File: src/rtl/capture_pkg.sv
// Shared types and default sizing for the capture bank.
// Edge-mode encoding matches the two-bit edge_mode field per channel.
// No logic; no latency or backpressure.
package capture_pkg;

  typedef enum logic [1:0] {
    EDGE_OFF  = 2'b00,
    EDGE_RISE = 2'b01,
    EDGE_FALL = 2'b10,
    EDGE_BOTH = 2'b11
  } edge_mode_e;

  localparam int CH_DEF        = 2;
  localparam int FLT_WIDTH_DEF = 4;
  localparam int TS_WIDTH_DEF  = 24;
  localparam int DEPTH_DEF     = 3;

  function automatic logic edge_qualifies(input edge_mode_e mode, input logic rise,
                                          input logic fall);
    logic q;
    q = 1'b0;
    case (mode)
      EDGE_RISE: q = rise;
      EDGE_FALL: q = fall;
      EDGE_BOTH: q = rise | fall;
      default:   q = 1'b0;
    endcase
    return q;
  endfunction

endpackage

File: src/rtl/capture_bank_channel.sv
// One channel: glitch filter, edge qualify, timestamp history (period with CAPTURE_BANK_PERIOD_EN).
// Latency: filtered d->out flt_val+1 cycles; capture one cycle after the edge is seen.
// No backpressure: ena freezes the channel, clr flushes it.
module capture_bank_channel
  import capture_pkg::*;
#(
  parameter int FLT_WIDTH = FLT_WIDTH_DEF,
  parameter int TS_WIDTH  = TS_WIDTH_DEF,
  parameter int DEPTH     = DEPTH_DEF
) (
  input  logic                      clk,
  input  logic                      rst,
  input  logic                      ena,
  input  logic                      filt_ena,
  input  logic                      d,
  input  logic [FLT_WIDTH-1:0]      flt_val,
  input  edge_mode_e                edge_mode,
  input  logic [TS_WIDTH-1:0]       timestamp,
  input  logic                      clr,
  output logic                      filtered,
  output logic                      cap_stb,
  output logic [DEPTH*TS_WIDTH-1:0] cap_ts,
  output logic                      valid,
  output logic [TS_WIDTH-1:0]       period
);

  localparam int CNT_W = $clog2(DEPTH + 1);
  localparam logic [CNT_W-1:0] CNT_FULL = CNT_W'(DEPTH);

  logic [FLT_WIDTH-1:0]           flt_cnt_q, flt_cnt_d;
  logic                           filtered_q, filtered_d;
  logic                           filt_dly_q, filt_dly_d;
  logic [DEPTH-1:0][TS_WIDTH-1:0] hist_q, hist_d;
  logic [CNT_W-1:0]               count_q, count_d;
  logic                           cap_stb_q, cap_stb_d;
  logic                           rise, fall, capture;

  // Counter also restarts on the cycle filtered flips so a stale full count
  // cannot let the very next disagreement through unfiltered.
  always_comb begin
    flt_cnt_d  = flt_cnt_q;
    filtered_d = filtered_q;
    if (d == filtered_q) begin
      flt_cnt_d = '0;
    end else if (flt_cnt_q >= flt_val) begin
      if (ena) begin
        filtered_d = d;
        flt_cnt_d  = '0;
      end
    end else if (filt_ena) begin
      flt_cnt_d = flt_cnt_q + 1'b1;
    end
  end

  always_comb begin
    filt_dly_d = ena ? filtered_q : filt_dly_q;
    rise       = filtered_q & ~filt_dly_q;
    fall       = ~filtered_q & filt_dly_q;
    capture    = ena & edge_qualifies(edge_mode, rise, fall) & ~clr;
  end

  always_comb begin
    hist_d    = hist_q;
    count_d   = count_q;
    cap_stb_d = 1'b0;
    if (clr) begin
      hist_d  = '0;
      count_d = '0;
    end else if (capture) begin
      for (int k = DEPTH - 1; k > 0; k--) begin
        hist_d[k] = hist_q[k-1];
      end
      hist_d[0] = timestamp;
      cap_stb_d = 1'b1;
      if (count_q != CNT_FULL) begin
        count_d = count_q + 1'b1;
      end
    end
  end

  always_ff @(posedge clk) begin
    if (rst) begin
      flt_cnt_q  <= '0;
      filtered_q <= 1'b0;
      filt_dly_q <= 1'b0;
      hist_q     <= '0;
      count_q    <= '0;
      cap_stb_q  <= 1'b0;
    end else begin
      flt_cnt_q  <= flt_cnt_d;
      filtered_q <= filtered_d;
      filt_dly_q <= filt_dly_d;
      hist_q     <= hist_d;
      count_q    <= count_d;
      cap_stb_q  <= cap_stb_d;
    end
  end

`ifdef CAPTURE_BANK_PERIOD_EN
  logic [TS_WIDTH-1:0] period_q, period_d;

  // New slot1 is the old slot0, so the difference needs at least one prior capture.
  always_comb begin
    period_d = period_q;
    if (clr) begin
      period_d = '0;
    end else if (capture) begin
      period_d = (count_q != '0) ? (timestamp - hist_q[0]) : '0;
    end
  end

  always_ff @(posedge clk) begin
    if (rst) begin
      period_q <= '0;
    end else begin
      period_q <= period_d;
    end
  end

  assign period = period_q;
`else
  assign period = '0;
`endif

  assign filtered = filtered_q;
  assign cap_stb  = cap_stb_q;
  assign cap_ts   = hist_q;
  assign valid    = (count_q == CNT_FULL);

endmodule

File: src/rtl/capture_bank.sv
// Bank of CH independent filtered input-capture channels; period output live with CAPTURE_BANK_PERIOD_EN.
// Latency: capture strobe and history one cycle after a qualified filtered edge.
// No backpressure: captures are never stalled, ena gates all channels.
module capture_bank
  import capture_pkg::*;
#(
  parameter int CH        = CH_DEF,
  parameter int FLT_WIDTH = FLT_WIDTH_DEF,
  parameter int TS_WIDTH  = TS_WIDTH_DEF,
  parameter int DEPTH     = DEPTH_DEF
) (
  input  logic                         clk,
  input  logic                         rst,
  input  logic                         ena,
  input  logic                         filt_ena,
  input  logic [CH-1:0]                d,
  input  logic [CH*FLT_WIDTH-1:0]      flt_val,
  input  logic [CH*2-1:0]              edge_mode,
  input  logic [TS_WIDTH-1:0]          timestamp,
  input  logic [CH-1:0]                clr,
  output logic [CH-1:0]                filtered,
  output logic [CH-1:0]                cap_stb,
  output logic [CH*DEPTH*TS_WIDTH-1:0] cap_ts,
  output logic [CH-1:0]                valid,
  output logic [CH*TS_WIDTH-1:0]       period
);

  for (genvar i = 0; i < CH; i++) begin : g_ch
    capture_bank_channel #(
      .FLT_WIDTH(FLT_WIDTH),
      .TS_WIDTH (TS_WIDTH),
      .DEPTH    (DEPTH)
    ) u_ch (
      .clk      (clk),
      .rst      (rst),
      .ena      (ena),
      .filt_ena (filt_ena),
      .d        (d[i]),
      .flt_val  (flt_val[i*FLT_WIDTH +: FLT_WIDTH]),
      .edge_mode(edge_mode_e'(edge_mode[i*2 +: 2])),
      .timestamp(timestamp),
      .clr      (clr[i]),
      .filtered (filtered[i]),
      .cap_stb  (cap_stb[i]),
      .cap_ts   (cap_ts[i*DEPTH*TS_WIDTH +: DEPTH*TS_WIDTH]),
      .valid    (valid[i]),
      .period   (period[i*TS_WIDTH +: TS_WIDTH])
    );
  end

endmodule
File: config.mk
export PLATFORM = sky130hd
export DESIGN_NAME = capture_bank
export DESIGN_NICKNAME = d
export VERILOG_FILES = /design/src/rtl/capture_pkg.sv /design/src/rtl/capture_bank_channel.sv /design/src/rtl/capture_bank.sv
export SDC_FILE = /design/constraint.sdc
export NUM_CORES = 1
export LEC_CHECK = 0
export ABC_AREA = 1
export BUFFER_PORTS_ARGS = -buffer_cell sky130_fd_sc_hd__buf_2
export CAP_MARGIN = 20
export CORE_MARGIN = 4
export CORE_UTILIZATION = 50
export CTS_CLUSTER_DIAMETER = 30
export DETAILED_ROUTE_END_ITERATION = 6
export PLACE_DENSITY = 0.8
export SYNTH_ARGS = -nofsm -noshare
export SYNTH_HDL_FRONTEND = slang
export SYNTH_SLANG_ARGS = --single-unit
File: constraint.sdc
create_clock -name clk -period 1.64 [get_ports clk]
set_input_delay 0 -clock clk [delete_from_list [all_inputs] [get_ports clk]]
set_output_delay 0 -clock clk [all_outputs]
set_load 0.05 [all_outputs]
==> results of run 1 <==
-- cell usage after synthesis --
library cell	number
clkbuf_1	58
o21ai_0	5
buf_6	16
nand2_1	181
inv_2	1
nand3_1	10
conb_1	1
or2_2	2
buf_2	4
xor2_1	3
a21o_1	2
nand4_2	2
ha_1	16
inv_1	29
clkinv_1	2
nor2_1	18
nor3_4	2
a21oi_1	160
dfxtp_1	162
nand3_2	2
nand4_1	145
xnor2_1	1
buf_4	55
nand3b_1	1
-- timing repair --
| item | in CTS | in global routing |
|---|---|---|
| gates resized for setup | 0 | 78 |
| setup buffers | 0 | 11 |
| hold buffers | 28 | 0 |
| setup endpoints to repair | 0 | 127 |
| hold endpoints to repair | 58 | 0 |
-- cells by family after synthesis --
logic type / Yosys count / synth area share [%]
AO/OA/AOI/OAI: 167 / 11.9
XOR/XNOR: 4 / 0.495
adder cells (fa/ha/maj): 16 / 2.83
buffers and inverters: 165 / 13.4
flip-flops: 162 / 45.8
other: 1 / 0.0530
AND/OR/NAND/NOR: 363 / 25.5
-- worst max path at each step --
stage                     cells past startpoint  slack, ns                      end                     from
after floorplan                               7       0.11  g_ch[0].u_ch.cap_ts[28]  g_ch[0].u_ch.filt_dly_q
after global placement                        8       0.12  g_ch[0].u_ch.cap_ts[20]    g_ch[0].u_ch.filtered
after detailed placement                      8       0.06  g_ch[0].u_ch.cap_ts[35]    g_ch[0].u_ch.filtered
after CTS                                     8       0.01  g_ch[0].u_ch.cap_ts[35]    g_ch[0].u_ch.filtered
after global routing                          9      -0.07  g_ch[0].u_ch.cap_ts[35]    g_ch[0].u_ch.filtered
final                                         9     -0.001  g_ch[0].u_ch.cap_ts[35]    g_ch[0].u_ch.filtered
-- sequential cells by signal, summed over array words and instances (netlist names) --
register	flops
g_ch.u_ch.filt_dly_q	2
g_ch.u_ch.flt_cnt_q	8
g_ch.u_ch.cap_stb	2
g_ch.u_ch.filtered	2
g_ch.u_ch.cap_ts	144
g_ch.u_ch.count_q	4
-- metrics by stage --
step	setup TNS [ns]	worst slack, ns	util (%)	std cells
detailed placement	0	0.0575	57.8	1195
global placement	0	0.122	57.8	1195
finish	-0.00150	-0.00134	69.7	1283
CTS	0	0.0107	64.1	1253
floorplan	0	0.106	-	925
global route	-3.03	-0.0729	69.7	1283
-- where the power goes --
part / leakage, nW / internal [mW] / switching [mW]
clock: 0.291 / 2.45 / 1.55
combinational: 2.43 / 0.388 / 0.852
sequential: 1.31 / 3.96 / 0.0283
-- tightest hold or removal path, cell delays in order --
cell and delay, ns:
buf_2 0.11, nand3_2 0.11, nand2_1 0.06, nand2_1 0.05, a21oi_1 0.03
-- cell usage in the layout, fill, tap and decap left out, types with 18 or more instances in the layout --
master | synthesis | routed
a21oi_1 | 160 | 144
inv_1 | 29 | 27
conb_1 | 1 | 48
buf_12 | 0 | 18
dlygate4sd3_1 | 0 | 28
nand2_2 | 0 | 30
clkbuf_16 | 0 | 30
nand2_1 | 181 | 151
buf_4 | 55 | 19
buf_2 | 4 | 193
dfxtp_1 | 162 | 155
nand4_1 | 145 | 145
-- cell type report --
cell class	instances	area [um2]	area share [%]
timing repair buffer	280	2190	22.7
clock inverter	10	135	1.40
tap	180	225	2.33
sequential	162	3250	33.6
multi-input combinational	599	3290	34.0
inverter	32	123	1.27
clock buffer	20	457	4.72
-- metal layers --
layer  vias to the layer above  GRT usage [%]  routed length [um]
met5                         -              0                   0
met4                         0           8.45                 624
met1                      3452           29.9                9050
met2                       406           39.4               11600
li1                       3393              -                   -
met3                        67           5.64                2030
==> run summary, run 1 <==
SETUP PATH
----------------------------------------------------------------------------------------
Slowest stage cell on the critical path                                          dfxtp_4
Launching element type of the critical path                                         flop
Capturing point of the worst reg2reg path                                   g_ch[0].u_ch.cap_ts[35]
Cells traversed along the worst timing path                                 inv_4 -> ha_4 -> nor2_2 -> nor3_4 -> buf_12 -> nand3_4 -> clkbuf_16 -> nand2_2 -> a21oi_2
Largest fanout on the critical path                                                    6
Delay contributed by the slowest stage of the critical path                      0.37 ns
Arrival time worst endpoint                                                      1.94 ns
Critical path class                                                         flop to flop
Critical register-to-register path startpoint                               g_ch[0].u_ch.filtered
Endpoint required time on the critical path                                      1.94 ns
Endpoint kind of the worst setup timing path                                        flop
Top delay family on crit path                                               simple AND/OR/NAND/NOR gates
WP buf/inv                                                                             3
Reg2reg path depth                                                                     9
Register-to-register setup slack                                               -0.001 ns

SYNTHESIS
----------------------------------------------------------------------------------------
Average cell area after synthesis                                               8.06 um2
Seq/Total Area, Yosys                                                              45.8%
Largest cells by area after synthesis                                       dfxtp_1, nand4_1, a21oi_1
Portion of synthesized cell area occupied by the leading cell type                 45.8%
Area leader, netlist                                                             dfxtp_1
Count of distinct cell types in the synthesized netlist                               24
Number of register bits inferred by synthesis                                        162
Number of synthesis warnings                                                           0
Mapped Area                                                                     7080 um2
Synthesized instance count                                                           878

CLOCK TREE
----------------------------------------------------------------------------------------
Clock tree from TritonCTS                                                            yes
# H-tree levels                                                                        4
Clock Tree Buf Depth                                                                   2
Inserted Clock Buffers                                                                17
Total number of clock tree sinks                                                     162
Clk Tree Root Cell                                                             clkbuf_16
Clock latency on the worst-skew pair                                             0.42 ns
Clk pin slew, worst setup/hold paths                                             0.06 ns

WORST HOLD PATH
----------------------------------------------------------------------------------------
Capture endpoint of the worst hold path                                     g_ch[0].u_ch.flt_cnt_q[0]
Number of instances on the worst hold path                                             5
Path class of the lowest-slack min-delay path                               primary input to flop
Launch instance of the worst min-delay path                                     filt_ena

TIMING
----------------------------------------------------------------------------------------
Crit path time final                                                             1.64 ns
Fin. Hold Viols                                                                        1
Number of endpoints failing setup at the final stage                                   2
Post-route worst hold slack                                                   -0.0234 ns
Maximum frequency from static timing analysis                                  0.609 GHz
Worst clock skew                                                              0.00731 ns
Worst Tran Pin Value                                                            0.559 ns
Max Transition Viols Final                                                             0
Worst setup slack after layout                                               -0.00134 ns
Unrepaired setup endpoints after global routing                                     true
Worst relative slew slack                                                          62.7%
Portion of the clock cycle consumed by the worst path in the final layout           100%

ROUTE
----------------------------------------------------------------------------------------
Vias per inst                                                                       5.70
DRC violation total after the first TritonRoute iteration                            769
DRT Pass-1 Iters                                                                       6
Routed wirelength normalized by instance count                                   18.2 um
DRC violation count after routing                                                      0
DR vias                                                                             7318
Antenna violation net count after detailed routing                                     0
Final wirelength                                                                 23.3 mm

FINAL LAYOUT
----------------------------------------------------------------------------------------
Synthesis-to-layout area growth                                                    36.7%
Final Net Count                                                                     1152
Antenna diodes                                                                         0
Proportion of layout cells with a drive suffix above 1                             32.3%
Number of inserted filler cells in the final layout                                 1025
Final instance area                                                             9670 um2

GRT
----------------------------------------------------------------------------------------
Via count of the first global-routing pass                                          6201
Global route total overflow                                                            0
Largest net degree at the start of global routing                                     74
Global-route usage over all layers                                                 23.6%
Number of antenna violations at the first check in global routing                      0
Global-route wire length before repair                                           31.2 mm

PLACE
----------------------------------------------------------------------------------------
Gpl congestion                                                                     0.888
Cell area after placement                                                       8030 um2
Detailed placer's ending HPWL                                                    13.2 mm
Number of I/O port buffers                                                           193

FLOORPLAN
----------------------------------------------------------------------------------------
Die area                                                                       16100 um2
Die extent in x                                                                   127 um
Height of the chip                                                                127 um
Cell Rows                                                                             43
Area of the core                                                               13900 um2
Effective utilization at floorplan                                                 51.0%
Top-level I/O count                                                                  242

POWER AND IR DROP
----------------------------------------------------------------------------------------
LEAKAGE                                                                          4.03 nW
Total power density per cell area                                             954 nW/um2
Max IR drop VDD                                                               0.000703 V
Tot Pwr                                                                          9.23 mW

RUN STATUS
----------------------------------------------------------------------------------------
Run status                                                                  finished with violations
Violated checks                                                             negative hold slack, negative setup slack

RUN
----------------------------------------------------------------------------------------
Number of maximum-capacitance violations                                               0

Note: power is estimated with default switching activity, not from simulation.
==> run 2: changes to the inputs <==
Settings changed: PLACE_DENSITY 0.8 to default, PLACE_DENSITY_LB_ADDON from default to 0.12.
==> run summary, run 2 (synthesis gave the netlist of run 1 again) <==
RUN STATUS
----------------------------------------------------------------------------------------
Run status                                                                  finished with violations   unchanged
Violated checks                                                             negative setup slack   was negative hold slack, negative setup slack

TIMING
----------------------------------------------------------------------------------------
Maximum frequency from static timing analysis                                  0.580 GHz   was 0.609 GHz
Post-route worst hold slack                                                    0.0733 ns   was -0.0234 ns
Worst clock skew                                                              0.00632 ns   was 0.00731 ns
Portion of the clock cycle consumed by the worst path in the final layout           105%   was 100%
Max Transition Viols Final                                                             0   unchanged
Setup TNS Final                                                                 -2.60 ns   was -0.00150 ns
Worst relative slew slack                                                          32.7%   was 62.7%
Crit path time final                                                             1.72 ns   was 1.64 ns
Unrepaired setup endpoints after global routing                                     true   unchanged
Worst Tran Pin Value                                                             1.01 ns   was 0.559 ns
Worst setup slack after layout                                                -0.0846 ns   was -0.00134 ns
Fin. Hold Viols                                                                        0   was 1
Number of endpoints failing setup at the final stage                                  47   was 2

PLACE
----------------------------------------------------------------------------------------
Number of I/O port buffers                                                           193   unchanged
Gpl congestion                                                                     0.815   was 0.888
Detailed placer's ending HPWL                                                    13.1 mm   was 13.2 mm
Placed Cells incl. Taps                                                             1197   was 1195

SETUP PATH
----------------------------------------------------------------------------------------
Top delay family on crit path                                               buffers and inverters   was simple AND/OR/NAND/NOR gates
Endpoint kind of the worst setup timing path                                        flop   unchanged
Launching element type of the critical path                                         flop   unchanged
Arrival time worst endpoint                                                      1.98 ns   was 1.94 ns
Critical path class                                                         flop to flop   unchanged
Cells traversed along the worst timing path                                 inv_2 -> ha_4 -> nor2_4 -> nor3_4 -> buf_6 -> nand3_4 -> clkbuf_16 -> nand2_4 -> a21oi_2   was inv_4 -> ha_4 -> nor2_2 -> nor3_4 -> buf_12 -> nand3_4 -> clkbuf_16 -> nand2_2 -> a21oi_2
WP buf/inv                                                                             3   unchanged
Endpoint required time on the critical path                                      1.90 ns   was 1.94 ns
Slowest stage cell on the critical path                                          dfxtp_2   was dfxtp_4
Delay contributed by the slowest stage of the critical path                      0.33 ns   was 0.37 ns
Largest fanout on the critical path                                                    8   was 6

GRT
----------------------------------------------------------------------------------------
Global-route usage over all layers                                                 23.6%   about the same
Global route total overflow                                                            0   unchanged
Via count of the first global-routing pass                                          6079   was 6201
Largest net degree at the start of global routing                                     76   was 74
Number of antenna violations at the first check in global routing                      0   unchanged
Global-route wire length before repair                                           31.4 mm   was 31.2 mm

ROUTE
----------------------------------------------------------------------------------------
Routed wirelength normalized by instance count                                   17.7 um   was 18.2 um
DRT Pass-1 Iters                                                                       5   was 6
DRC violation count after routing                                                      0   unchanged
Antenna violation net count after detailed routing                                     0   unchanged
DR vias                                                                             7194   was 7318
Vias per inst                                                                       5.58   was 5.70
DRC violation total after the first TritonRoute iteration                            638   was 769
Final wirelength                                                                 22.8 mm   was 23.3 mm

POWER AND IR DROP
----------------------------------------------------------------------------------------
LEAKAGE                                                                          4.13 nW   was 4.03 nW
Total power density per cell area                                             939 nW/um2   was 954 nW/um2
Tot Pwr                                                                          9.43 mW   was 9.23 mW
Max IR drop VDD                                                               0.000645 V   was 0.000703 V

CLOCK TREE
----------------------------------------------------------------------------------------
Clk pin slew, worst setup/hold paths                                             0.06 ns   about the same
Clock Tree Buf Depth                                                                   2   unchanged
Clk Tree Root Cell                                                             clkbuf_16   unchanged
Inserted Clock Buffers                                                                17   unchanged
# H-tree levels                                                                        4   unchanged
Clock latency on the worst-skew pair                                             0.42 ns   about the same
Total number of clock tree sinks                                                     162   unchanged
Clock tree from TritonCTS                                                            yes   unchanged

FINAL LAYOUT
----------------------------------------------------------------------------------------
Register area                                                                   3250 um2   about the same
Proportion of layout cells with a drive suffix above 1                             36.6%   was 32.3%
Final Instance Count excl. Fillers                                                  1289   was 1283
Leading cell type in the layout, fill and taps excluded                            buf_2   unchanged
Synthesis-to-layout area growth                                                    41.9%   was 36.7%
Highest-count cells in the layout ignoring fill and taps                    buf_2, dfxtp_1, nand4_1   was buf_2, dfxtp_1, nand2_1
Number of inserted filler cells in the final layout                                 1058   was 1025
Largest register FFs                                                                 144   unchanged
Footprint of the multi-input gates                                              3630 um2   was 3290 um2
Antenna diodes                                                                         0   unchanged
End-of-flow core utilization                                                       72.3%   was 69.7%
Final Net Count                                                                     1156   was 1152

FLOORPLAN
----------------------------------------------------------------------------------------
Effective utilization at floorplan                                                 51.0%   unchanged
Cell Rows                                                                             43   unchanged
Top-level I/O count                                                                  242   unchanged
Area of the core                                                               13900 um2   unchanged
Height of the chip                                                                127 um   unchanged
Die extent in x                                                                   127 um   unchanged
Die area                                                                       16100 um2   unchanged

RUN
----------------------------------------------------------------------------------------
Number of maximum-capacitance violations                                               0   unchanged

WORST HOLD PATH
----------------------------------------------------------------------------------------
Path class of the lowest-slack min-delay path                               primary input to flop   unchanged

## run 2: power breakdown
group	switching (mW)	internal (mW)
combinational	0.858	0.374
clock	1.59	2.62
sequential	0.0266	3.96
## run 2: timing repair
| action | in CTS | in global routing |
|---|---|---|
| setup endpoints to repair | 2 | 125 |
| pin swaps | 0 | 21 |
| hold endpoints to repair | 58 | 0 |
| hold buffers | 29 | 0 |
| setup buffers | 0 | 9 |
| resized for setup | 0 | 163 |
| gates cloned | 0 | 22 |
## run 2: cell type report
class,count,share of cell area [%]
Clock buffer,22,4.62
Clock inverter,10,1.56
Inverter,32,1.20
Multi-Input combinational cell,600,36.1
Sequential cell,162,32.4
Tap cell,180,2.24
Timing Repair Buffer,283,21.9
## run 2: worst register-to-register path: cells and delay by family (launching register included)
| family | cells | cell delay, ns |
|---|---|---|
| fa+ha+maj | 1 | 0.14 |
| simple gates | 4 | 0.52 |
| buf+inv | 3 | 0.53 |
| flops | 1 | 0.33 |
| compound gates | 1 | 0.04 |
## run 2: layer usage
| metal | vias to the layer above | global-route usage [%] | part of all wire, % |
|---|---|---|---|
| met1 | 3407 | 32.6 | 42 |
| met4 | 0 | 8.08 | 1.8 |
| met2 | 339 | 36.7 | 49 |
| met3 | 33 | 5.14 | 7.6 |
| met5 | - | 0 | 0 |
| li1 | 3415 | - | - |
## run 2: per-stage QoR
step                      area [um2]  setup WS, ns
after floorplan                 7250         0.106
after global placement          8000        0.0327
after detailed placement        8000        0.0152
after CTS                       8910      -0.00240
after global routing           10000        -0.142
final                          10000       -0.0846
## run 2: final timing paths
check,start,depth (start not counted),slack [ns],to
setup / recovery,g_ch[0].u_ch.filtered,9,-0.08,g_ch[0].u_ch.cap_ts[16]
hold / removal,filt_ena,5,0.07,g_ch[0].u_ch.flt_cnt_q[0]
setup reg to reg,g_ch[0].u_ch.filtered,9,-0.08,g_ch[0].u_ch.cap_ts[16]
hold reg to reg,g_ch[1].u_ch.cap_ts[52],2,0.46,g_ch[1].u_ch.cap_ts[52]
==> run 3: changes to the inputs <==
Settings changed: CORE_UTILIZATION 50 to 40.
==> run summary, run 3 (synthesis gave the netlist of run 1 again) <==
PLACE
----------------------------------------------------------------------------------------
Gpl congestion                                                                     0.793   was 0.815
Detailed placer's ending HPWL                                                    13.6 mm   was 13.1 mm
Number of I/O port buffers                                                           193   unchanged

TIMING
----------------------------------------------------------------------------------------
Maximum frequency from static timing analysis                                  0.613 GHz   was 0.580 GHz
Portion of the clock cycle consumed by the worst path in the final layout          99.4%   was 105%
Post-route worst hold slack                                                   -0.0290 ns   was 0.0733 ns
Max Transition Viols Final                                                             0   unchanged
Unrepaired setup endpoints after global routing                                     true   unchanged
Worst clock skew                                                              0.00703 ns   was 0.00632 ns
Number of endpoints failing setup at the final stage                                   0   was 47
Crit path time final                                                             1.63 ns   was 1.72 ns
Fin. Hold Viols                                                                        3   was 0
Worst relative slew slack                                                          44.8%   was 32.7%
Worst Tran Pin Value                                                            0.828 ns   was 1.01 ns

SETUP PATH
----------------------------------------------------------------------------------------
Delay contributed by the slowest stage of the critical path                      0.36 ns   was 0.33 ns
Arrival time worst endpoint                                                      1.90 ns   was 1.98 ns
Cells traversed along the worst timing path                                 inv_4 -> ha_4 -> nor2_2 -> nor3_4 -> buf_6 -> nand3_4 -> clkbuf_16 -> nand2_2 -> a21oi_1   was inv_2 -> ha_4 -> nor2_4 -> nor3_4 -> buf_6 -> nand3_4 -> clkbuf_16 -> nand2_4 -> a21oi_2
Top delay family on crit path                                               simple AND/OR/NAND/NOR gates   was buffers and inverters
Largest fanout on the critical path                                                    6   was 8
Endpoint kind of the worst setup timing path                                        flop   unchanged
Slowest stage cell on the critical path                                          dfxtp_4   was dfxtp_2
Launching element type of the critical path                                         flop   unchanged
WP buf/inv                                                                             3   unchanged
Critical path class                                                         flop to flop   unchanged
Endpoint required time on the critical path                                      1.91 ns   was 1.90 ns

FINAL LAYOUT
----------------------------------------------------------------------------------------
Number of inserted filler cells in the final layout                                 1672   was 1058
End-of-flow core utilization                                                       55.1%   was 72.3%
Footprint of the multi-input gates                                              3260 um2   was 3630 um2
Register area                                                                   3250 um2   about the same
Synthesis-to-layout area growth                                                    34.7%   was 41.9%
Largest register FFs                                                                 144   unchanged
Leading cell type in the layout, fill and taps excluded                            buf_2   unchanged
Antenna diodes                                                                         0   unchanged
Final Net Count                                                                     1149   was 1156
Highest-count cells in the layout ignoring fill and taps                    buf_2, nand2_1, a21oi_1, dfxtp_1, nand4_1   was buf_2, dfxtp_1, nand4_1
Proportion of layout cells with a drive suffix above 1                             30.2%   was 36.6%

ROUTE
----------------------------------------------------------------------------------------
DRC violation total after the first TritonRoute iteration                            449   was 638
Antenna violation net count after detailed routing                                     0   unchanged
Final wirelength                                                                 23.1 mm   was 22.8 mm
DR vias                                                                             6987   was 7194
Vias per inst                                                                       5.27   was 5.58
DRT Pass-1 Iters                                                                       5   unchanged
Routed wirelength normalized by instance count                                   17.4 um   was 17.7 um
DRC violation count after routing                                                      0   unchanged

GRT
----------------------------------------------------------------------------------------
Global route total overflow                                                            0   unchanged
Global-route usage over all layers                                                 20.4%   was 23.6%
Via count of the first global-routing pass                                          6305   was 6079
Largest net degree at the start of global routing                                     76   unchanged
Number of antenna violations at the first check in global routing                      0   unchanged
Global-route wire length before repair                                           33.3 mm   was 31.4 mm

FLOORPLAN
----------------------------------------------------------------------------------------
Effective utilization at floorplan                                                 40.9%   was 51.0%
Die area                                                                       19900 um2   was 16100 um2
Area of the core                                                               17300 um2   was 13900 um2
Die extent in x                                                                   141 um   was 127 um
Cell Rows                                                                             48   was 43
Height of the chip                                                                141 um   was 127 um
Top-level I/O count                                                                  242   unchanged

POWER AND IR DROP
----------------------------------------------------------------------------------------
LEAKAGE                                                                          3.96 nW   was 4.13 nW
Total power density per cell area                                             928 nW/um2   was 939 nW/um2
Max IR drop VDD                                                               0.000739 V   was 0.000645 V

CLOCK TREE
----------------------------------------------------------------------------------------
Clock latency on the worst-skew pair                                             0.42 ns   about the same
Clock tree from TritonCTS                                                            yes   unchanged
# H-tree levels                                                                        4   unchanged
Clock Tree Buf Depth                                                                   2   unchanged
Clk pin slew, worst setup/hold paths                                             0.07 ns   was 0.06 ns
Inserted Clock Buffers                                                                17   unchanged
Clk Tree Root Cell                                                             clkbuf_16   unchanged
Total number of clock tree sinks                                                     162   unchanged

RUN
----------------------------------------------------------------------------------------
Number of maximum-capacitance violations                                               0   unchanged

RUN STATUS
----------------------------------------------------------------------------------------
Violated checks                                                             negative hold slack   was negative setup slack
Run status                                                                  finished with violations   unchanged

WORST HOLD PATH
----------------------------------------------------------------------------------------
Path class of the lowest-slack min-delay path                               primary input to flop   unchanged

[run 3: cell types whose count changed in the layout (fill, tap and decap cells not counted), moves of 3 or more]
cell	before	now
clkbuf_16	31	27
nand2_1	128	156
clkinv_4	1	6
a21oi_2	40	4
buf_6	9	12
inv_2	5	2
buf_12	15	11
nand2_4	32	5
bufinv_16	4	0
a21oi_1	120	156
[run 3: routing by layer]
layer  wire [um]  global-route usage, %  vias up  share of wire (%)
met5           0                      0        -                  0
met2       11100                   33.9      233                 48
met1       10200                   26.7     3346                 44
li1            -                      -     3385                  -
met4         221                   4.90        0               0.96
met3        1540                   5.29       23                6.7
[run 3: cell type report]
class / instances / area share [%]
repair buffers: 277 / 21.8
clock inverters: 11 / 0.879
inverters: 32 / 1.29
clock buffers: 20 / 4.79
well taps: 225 / 2.95
flip-flops and latches: 162 / 34.1
multi-input cells: 599 / 34.2
[run 3: repair_timing]
item                                   CTS  global route
pin swaps                                2            21
hold buffers                            29             0
buffers inserted                         4             8
cloned                                   1            17
gates resized for setup                  2            62
endpoints found under the hold margin   60             0
setup endpoints to repair               28           111
[run 3: path summary, 6_finish.rpt]
path	end	cells past startpoint	from	slack (ns)
max reg2reg	g_ch[0].u_ch.cap_ts[3]	9	g_ch[0].u_ch.filtered	0.01
min reg2reg	g_ch[0].u_ch.flt_cnt_q[0]	1	g_ch[0].u_ch.flt_cnt_q[0]	0.44
max	g_ch[0].u_ch.cap_ts[3]	9	g_ch[0].u_ch.filtered	0.01
min	g_ch[0].u_ch.flt_cnt_q[0]	5	filt_ena	-0.03
[run 3: power breakdown]
| group | total [mW] | switching (mW) | internal (mW) |
|---|---|---|---|
| combinational | 1.20 | 0.838 | 0.363 |
| sequential | 3.99 | 0.0254 | 3.96 |
| clock | 3.66 | 1.64 | 2.02 |
| total | 8.84 | 2.50 | 6.34 |
[run 3: tightest hold or removal path, cell delays in order]
cell and delay, ns:
buf_2 0.12, nand3_2 0.10, nand2_1 0.05, nand2_1 0.05, a21oi_1 0.03
[run 3: stage by stage]
stage / cells / setup TNS [ns] / total power, mW / setup slack, ns / area (um2)
after floorplan: 925 / 0 / 4.87 / 0.106 / 7250
after global placement: 1237 / 0 / 5.03 / 0.0503 / 8030
after detailed placement: 1237 / -0.0206 / 5.03 / -0.0122 / 8030
after CTS: 1302 / -0.000447 / 8.75 / -0.000447 / 8940
final: 1326 / 0 / 8.84 / 0.00966 / 9530
after global routing: 1326 / -3.53 / 9.18 / -0.0894 / 9530
